--- src/rtl/random_burst_ctrl.sv ---
// Burst sequencer for the LFSR random pulser: release, dead-time qualify, count, end.
// Optional RANDOM_BURST_DEADTIME_EN enables the per-pulse dead-time counter.
module random_burst_ctrl #(
   parameter int CNT_W  = 16,
   parameter int DEAD_W = 8,
   parameter int SETTLE = 4
) (
   input  logic              clk,
   input  logic              reset,
   input  logic              start,
   input  logic              abort,
   input  logic [7:0]        cfg_thresh,
   input  logic [CNT_W-1:0]  cfg_count,
   input  logic [31:0]       cfg_window,
   input  logic [DEAD_W-1:0] cfg_dead,
   input  logic              pulse_in,
   output logic              pulser_reset,
   output logic [7:0]        pulser_thresh,
   output logic              pulse_out,
   output logic              busy,
   output logic              done,
   output logic              timed_out,
   output logic [CNT_W-1:0]  pulse_cnt
);

   typedef enum logic [1:0] {
      S_IDLE,
      S_ARM,
      S_RUN,
      S_DONE
   } state_t;

   localparam int SW = (SETTLE > 1) ? $clog2(SETTLE) : 1;
   localparam logic [SW-1:0] SETTLE_LAST = SW'(SETTLE - 1);

   state_t r_state;
   state_t w_next;

   logic [SW-1:0]    r_settle;
   logic [7:0]       r_thresh;
   logic [CNT_W-1:0] r_count;
   logic [31:0]      r_window;
   logic [31:0]      r_win_cnt;
   logic [CNT_W-1:0] r_cnt;
   logic             r_pulse_out;
   logic             r_timed_out;

   logic             w_start_ok;
   logic             w_run_live;
   logic             w_accept;
   logic             w_cnt_hit;
   logic             w_win_hit;
   logic             w_dead_ok;
   logic [CNT_W-1:0] w_cnt_inc;
   logic [31:0]      w_win_inc;

   assign w_cnt_inc = r_cnt + CNT_W'(1);
   assign w_win_inc = r_win_cnt + 32'd1;

`ifdef RANDOM_BURST_DEADTIME_EN
   logic [DEAD_W-1:0] r_dead_cfg;
   logic [DEAD_W-1:0] r_dead;

   assign w_dead_ok = (r_dead == '0);

   always_ff @(posedge clk) begin
      if (reset) begin
         r_dead_cfg <= '0;
         r_dead     <= '0;
      end else if (w_start_ok) begin
         r_dead_cfg <= cfg_dead;
         r_dead     <= '0;
      end else if (w_run_live) begin
         if (w_accept)
            r_dead <= r_dead_cfg;
         else if (r_dead != '0)
            r_dead <= r_dead - DEAD_W'(1);
      end
   end
`else
   logic w_unused_dead;

   assign w_unused_dead = ^cfg_dead;
   assign w_dead_ok     = 1'b1;
`endif

   always_ff @(posedge clk) begin
      if (reset)
         r_state <= S_IDLE;
      else
         r_state <= w_next;
   end

   always_comb begin
      w_next     = r_state;
      w_start_ok = 1'b0;
      w_run_live = 1'b0;
      w_accept   = 1'b0;
      w_cnt_hit  = 1'b0;
      w_win_hit  = 1'b0;
      unique case (r_state)
         S_IDLE: begin
            if (start && !abort) begin
               w_start_ok = 1'b1;
               w_next     = S_ARM;
            end
         end
         S_ARM: begin
            if (abort)
               w_next = S_IDLE;
            else if (r_settle == SETTLE_LAST)
               w_next = S_RUN;
         end
         S_RUN: begin
            if (abort) begin
               w_next = S_IDLE;
            end else begin
               w_run_live = 1'b1;
               w_accept   = pulse_in && w_dead_ok;
               w_cnt_hit  = w_accept && (r_count != '0)
                            && (w_cnt_inc == r_count);
               w_win_hit  = (r_window != '0) && (w_win_inc == r_window);
               if (w_cnt_hit || w_win_hit)
                  w_next = S_DONE;
            end
         end
         S_DONE: w_next = S_IDLE;
         default: w_next = S_IDLE;
      endcase
   end

   always_ff @(posedge clk) begin
      if (reset) begin
         r_settle    <= '0;
         r_thresh    <= '0;
         r_count     <= '0;
         r_window    <= '0;
         r_win_cnt   <= '0;
         r_cnt       <= '0;
         r_pulse_out <= 1'b0;
         r_timed_out <= 1'b0;
      end else begin
         r_pulse_out <= w_accept;
         if (w_start_ok) begin
            r_settle    <= '0;
            r_thresh    <= cfg_thresh;
            r_count     <= cfg_count;
            r_window    <= cfg_window;
            r_win_cnt   <= '0;
            r_cnt       <= '0;
            r_timed_out <= 1'b0;
         end
         if (r_state == S_ARM)
            r_settle <= r_settle + SW'(1);
         if (w_run_live) begin
            r_win_cnt <= w_win_inc;
            // Saturate so an unlimited burst never wraps to zero.
            if (w_accept && (r_cnt != '1))
               r_cnt <= w_cnt_inc;
            if (w_win_hit && !w_cnt_hit)
               r_timed_out <= 1'b1;
         end
      end
   end

   assign pulser_reset  = (r_state == S_IDLE) || (r_state == S_DONE);
   assign busy          = (r_state == S_ARM) || (r_state == S_RUN);
   assign done          = (r_state == S_DONE);
   assign pulser_thresh = r_thresh;
   assign pulse_out     = r_pulse_out;
   assign timed_out     = r_timed_out;
   assign pulse_cnt     = r_cnt;

endmodule

--- config.mk ---
export PLATFORM = sky130hd
export DESIGN_NAME = random_burst_ctrl
export DESIGN_NICKNAME = d
export VERILOG_FILES = /design/src/rtl/random_burst_ctrl.sv
export SDC_FILE = /design/constraint.sdc
export NUM_CORES = 1
export LEC_CHECK = 0
export ABC_CLOCK_PERIOD_IN_PS = 4100
export CAP_MARGIN = 20
export CORE_ASPECT_RATIO = 2
export CORE_MARGIN = 4
export CORE_UTILIZATION = 43
export DETAILED_ROUTE_END_ITERATION = 6
export GPL_TIMING_DRIVEN = 0
export PLACE_DENSITY = 0.66
export SETUP_SLACK_MARGIN = 0.5
export SLEW_MARGIN = 20
export SYNTH_ARGS = -nofsm -noshare
export SYNTH_HDL_FRONTEND = slang
export SYNTH_SLANG_ARGS = --single-unit
export TNS_END_PERCENT = 30
--- constraint.sdc ---
create_clock -name clk -period 4.1 [get_ports clk]
set_input_delay 0.82 -clock clk [delete_from_list [all_inputs] [get_ports clk]]
set_output_delay 0.82 -clock clk [all_outputs]
set_load 0.01 [all_outputs]
==> results.md, run 1 <==
- Overall Global Routing Usage: 25.35%
- Outcome: finished, final reports clean
- Share of layout cells above drive strength 1: 4.974%
- RePlAce Congestion: 0.9709
- Largest net degree at the start of global routing: 20
- Total grt overflow: 0
- Critical Path Sink: r_state[1]
- HPWL after DPL: 15760 µm
- Worst Path Max Fanout: 6
- Max frequency: 282.0 MHz
- Synth Flop Type: dfxtp_1
- Setup-failing EPs final: 0
- Peak VDD IR: 0.0001867 V
- Chip height: 178.1 µm
- Synth Net Count: 932
- CP startpoint: r_win_cnt[1]
- Reg2Reg Depth: 11
- Num ports: 98
- Gate Count Post-Synth: 856
- Max-Cap Viols: 0
- Rel. slew slack: 43.15%
- Via count of the first global-routing pass: 6485
- Initial antenna violation count: 0
- First-pass GRT wire length: 32740 µm
- Data arrival, critical path: 3.80 ns
- Die X: 93.07 µm
- Most common cell after layout, fill and taps aside: nand2_1
- Hold buffer count at cts: 0
- Total inserted antenna cells: 0
- Clock buffer depth: 2
- Nets@finish: 1036
- Clock root cell: clkbuf_16
- CP required: 4.36 ns
- CTS tree: done
- EDFF count, synth: 0
- Sink Count: 110
- Leakage: 2.637 nW
- Worst R2R End: r_state[1]
- Pwr/cell area: 310.8 nW/µm²
- Setup Skew: 0.01039 ns
- Routed Antenna Nets: 0
- Clock Latency Late Sink: 0.35 ns
- WL final: 20920 µm
- DR vias: 6567
- Worst setup path category: register to register
- Setup slack, reg-to-reg: 0.55 ns
- Clock transition at path regs: 0.08 ns
- Fin crit share: 86.50%
- Final TNS setup: 0 ns
- Cell Rows: 62
- Drt first pass iters: 7
- DRC errors left: 0
- Hold Path Class: register to register
- Synthesized flop and latch total: 110
- Fill count: 1459
- Worst setup SP type: register
- Average wire per standard cell: 18.08 µm
- Post-synthesis instance area: 6223 µm²
- Post-synthesis async set-or-reset flop share: 0%
- Area of the die: 16580 µm²
- Placement Setup Slack: 0.4014 ns
- Final setup margin: 0.5537 ns
- Syn avg cell area: 7.270 µm²
- Seq/Total Area, Yosys: 35.38%
- Starting DRC count in detailed routing: 460
- Num CTS Buffers: 9
- H-tree depth: 3
- Min cycle time layout: 3.546 ns
- Fin. max-slew vios: 0
- Area delta synth->final: 24.07%
- Synthesis Warnings: 0
- Area of the multi-input gates: 3790 µm²
- Initial Utilization: 43.60%
- Unrepaired setup endpoints after global routing: no
- Crit end category: register
- Core Area: 14270 µm²
- I/O Buffers: 87
- Post-synth cell types: 53
- Register Area: 2203 µm²
- Worst-Margin Slew: 0.8496 ns
- Vias/cell: 5.676
- R2R Path Start: r_win_cnt[1]
- Hold Fails Final Rpt: 0
- Most frequent cells in the layout: 168 x nand2_1, 113 x a21oi_1, 109 x dfxtp_1
==> worst min-delay path by stage <==
| stage | slack [ns] | end | depth (start not counted) | start |
|---|---|---|---|---|
| after detailed placement | 0.45 | pulser_thresh[1] | 2 | pulser_thresh[1] |
| after global placement | 0.44 | pulser_thresh[1] | 2 | pulser_thresh[1] |
| final | 0.46 | pulser_thresh[7] | 2 | pulser_thresh[7] |
| after CTS | 0.46 | pulser_thresh[1] | 2 | pulser_thresh[1] |
| after global routing | 0.47 | pulser_thresh[1] | 2 | pulser_thresh[1] |
| after floorplan | 0.46 | r_win_cnt[31] | 2 | r_win_cnt[31] |
==> report_power, final <==
part,internal [mW],switching (mW)
clock network,0.460,0.438
registers,1.10,0.0440
logic,0.161,0.192
==> cell usage after synthesis, types with 10 or more instances <==
cell type	n	area share [%]
a21oi_1	113	9.1
nand2_1	168	10
clkbuf_1	48	2.9
nor4_1	29	2.9
dfxtp_1	110	35
nand4_1	18	1.8
xnor2_1	45	6.3
xor2_1	20	2.8
nor2_1	76	4.6
inv_1	10	0.60
nor3_1	26	2.1
nand3_1	27	2.2
and3_1	12	1.2
o21ai_0	44	3.5
==> worst max-delay path, cell delays in order (launching register included) <==
cell and delay [ns]:
dfxtp_1 0.43, ha_4 0.20, nand3_1 0.16, or4_4 0.57, or4_1 0.54, a22oi_1 0.21, nand4_1 0.20, nor4_2 0.36
nand4_1 0.14, buf_4 0.18, a2111o_1 0.40, o31ai_1 0.07
==> area by class of cell <==
type | instances | area share, %
multi-input combinational | 678 | 49.08
sequential | 110 | 28.54
timing repair buffer | 93 | 11.86
clock buffer | 11 | 3.273
tap | 192 | 3.111
buffer | 58 | 3.014
clock inverter | 5 | 0.6320
inverter | 10 | 0.4861
==> kinds of logic (layout without fill, tap and decap cells) <==
group / after synthesis / count (layout) / share of synthesized area [%]
multiplexers: 4 / 4 / 0.6835
adder cells (fa/ha/maj): 7 / 7 / 1.407
AND/OR/NAND/NOR: 403 / 403 / 31.02
flip-flops: 110 / 110 / 35.38
buffers and inverters: 68 / 177 / 4.343
XOR/XNOR: 65 / 65 / 9.148
AO/OA/AOI/OAI: 199 / 199 / 18.01
==> state kept, by name, indices dropped and copies added (netlist names) <==
| register | count |
|---|---|
| r_win_cnt | 32 |
| r_window | 32 |
| pulse_cnt | 16 |
| r_count | 16 |
| pulser_thresh | 8 |
| r_settle | 2 |
| r_state | 2 |
| pulse_out | 1 |
| timed_out | 1 |
==> layer usage <==
metal / GRT usage, % / wire length (µm) / vias to the layer above
met1: 24.63 / 7282 / 3038
met4: 17.19 / 1474 / 0
li1: - / - / 3220
met5: 0 / 0 / -
met3: 3.124 / 855 / 79
met2: 48.42 / 11310 / 230
==> timing repair <==
action                                  4_1_cts  5_1_grt
gates cloned                                  0        0
pin swaps                                     1        2
gates resized for setup                       2        4
setup buffers                                 1        5
endpoints found under the setup margin        1        3
==> per-stage QoR <==
step           hold WS (ns)  instance area [µm²]  utilization [%]  cells  power [mW]
6_report             0.4578                 7721            54.09   1157       2.400
5_1_grt              0.4725                 7721            54.09   1157       2.478
4_1_cts              0.4576                 7657            53.65   1152       2.411
3_5_place_dp         0.4459                 7340            51.42   1135       1.524
3_3_place_gp         0.4427                 7335            51.39   1135       1.519
2_1_floorplan        0.4570                 6223                -    856       1.358
No activity file was read; power rests on OpenSTA's default activity.
==> run 2: changes to the inputs <==
- CORE_MARGIN: 4 -> default
- HOLD_SLACK_MARGIN: default -> 0.15
==> results.md, run 2 (synthesized netlist as in run 1, its figures left out) <==
- Average wire per standard cell: 18.16 µm
- Total grt overflow: 0
- Clock root cell: clkbuf_16
- I/O Buffers: 87
- Post-route cell area: 7724 µm²
- Min cycle time layout: 3.519 ns
- Final TNS setup: 0 ns
- Largest net degree at the start of global routing: 24
- Max frequency: 284.2 MHz
- Chip height: 172.1 µm
- First-pass GRT wire length: 32070 µm
- WL final: 20880 µm
- Most common cell after layout, fill and taps aside: nand2_1
- Register Area: 2203 µm²
- Die X: 87.07 µm
- Worst Hold Path Cells: 2
- Critical Path Sink: r_state[1]
- Peak VDD IR: 0.0001864 V
- Placed cell area: 7336 µm²
- Total inserted antenna cells: 0
- R2R Path Start: r_win_cnt[1]
- Initial Utilization: 44.32%
- Setup slack, reg-to-reg: 0.58 ns
- Max-Cap Viols: 0
- Num CTS Buffers: 9
- Worst setup path category: register to register
- Hold Path Class: register to register
- Starting DRC count in detailed routing: 408
- Clock Latency Late Sink: 0.37 ns
- Worst R2R End: r_state[1]
- Vias/cell: 5.761
- H-tree depth: 3
- Hold WS: 0.4588 ns
- CP required: 4.38 ns
- Fill count: 1474
- Via count of the first global-routing pass: 6090
- CTS tree: done
- Core Area: 14040 µm²
- Unrepaired setup endpoints after global routing: no
- DR vias: 6625
- Clock transition at path regs: 0.09 ns
- Hold Fails Final Rpt: 0
- Nets@finish: 1032
- Pwr/cell area: 315.6 nW/µm²
- Fin. max-slew vios: 0
- Reg2Reg Depth: 11
- Area delta synth->final: 24.11%
- Crit end category: register
- Hold buffer count at cts: 0
- Data arrival, critical path: 3.80 ns
- Area of the die: 14990 µm²
- Sink Count: 110
- Share of layout cells above drive strength 1: 4.787%
- DRC errors left: 0
- HPWL after DPL: 15600 µm
- Fin crit share: 85.83%
- Setup-failing EPs final: 0
- Rel. slew slack: 42.92%
- Routed Antenna Nets: 0
- Setup Skew: 0.01063 ns
- Outcome: finished, final reports clean
- Worst-Margin Slew: 0.8454 ns
- Area of the multi-input gates: 3814 µm²
- CP startpoint: r_win_cnt[1]
- Most frequent cells in the layout: 168 x nand2_1, 113 x a21oi_1, 109 x dfxtp_1
- Overall Global Routing Usage: 28.53%
- Leakage: 2.617 nW
- RePlAce Congestion: 0.9601
- Worst setup SP type: register
- Num ports: 98
- Drt first pass iters: 5
- Clock buffer depth: 2
- Worst Path Max Fanout: 6
- Initial antenna violation count: 0
- Cell Rows: 61
- Top Registers: r_win_cnt (32), r_window (32)
[run 2: critical path, cell delays in order, from the launching register on]
cell,delay (ns)
dfxtp_1,0.43
ha_4,0.20
nand3_1,0.17
or4_4,0.57
or4_1,0.54
a22oi_1,0.23
nand4_1,0.21
nor4_2,0.31
nand4_1,0.13
buf_4,0.18
a2111o_1,0.40
o31ai_1,0.07
[run 2: area by class of cell]
cell class                      instances  share of cell area (%)
Buffer                                 58                   3.013
Clock inverter                          7                   1.247
Sequential cell                       110                   28.53
Multi-Input combinational cell        679                   49.38
Timing Repair Buffer                   88                   11.37
Tap cell                              189                   3.062
Inverter                               10                  0.4860
Clock buffer                            9                   2.916
[run 2: repair_timing]
item,CTS,global route
buffers inserted,1,0
setup endpoints to repair,1,1
gates resized for setup,4,4
pin swaps,1,2
cloned,0,1
[run 2: power by group]
group / total [mW] / switching [mW] / leakage (nW) / internal (mW)
clock network: 0.935 / 0.487 / 0.156 / 0.448
logic: 0.353 / 0.193 / 1.57 / 0.160
registers: 1.15 / 0.0446 / 0.892 / 1.10
[run 2: how the worst min path moves through the flow]
stage | start | end
3_5_place_dp | pulser_thresh[4] | pulser_thresh[4]
6_report | pulser_thresh[3] | pulser_thresh[3]
4_1_cts | pulser_thresh[4] | pulser_thresh[4]
3_3_place_gp | pulser_thresh[4] | pulser_thresh[4]
5_1_grt | pulser_thresh[5] | pulser_thresh[5]
2_1_floorplan | r_win_cnt[31] | r_win_cnt[31]
[run 2: metrics by stage]
step | utilization, % | setup WS, ns | power (mW) | cells
CTS | 54.75 | 0.5200 | 2.447 | 1149
floorplan | - | 1.048 | 1.358 | 856
global placement | 52.20 | 0.4081 | 1.520 | 1132
detailed placement | 52.24 | 0.3862 | 1.524 | 1132
global route | 55.00 | 0.5085 | 2.531 | 1150
finish | 55.00 | 0.5810 | 2.437 | 1150
[run 2: metal layers]
layer | track usage, % | up-vias | routed length (µm) | share of wire (%)
met5 | 0 | - | 0 | 0
met4 | 18.99 | 0 | 1397 | 6.7
met3 | 3.819 | 79 | 863 | 4.1
met2 | 53.20 | 229 | 11270 | 54
met1 | 28.75 | 3100 | 7349 | 35
li1 | - | 3217 | - | -
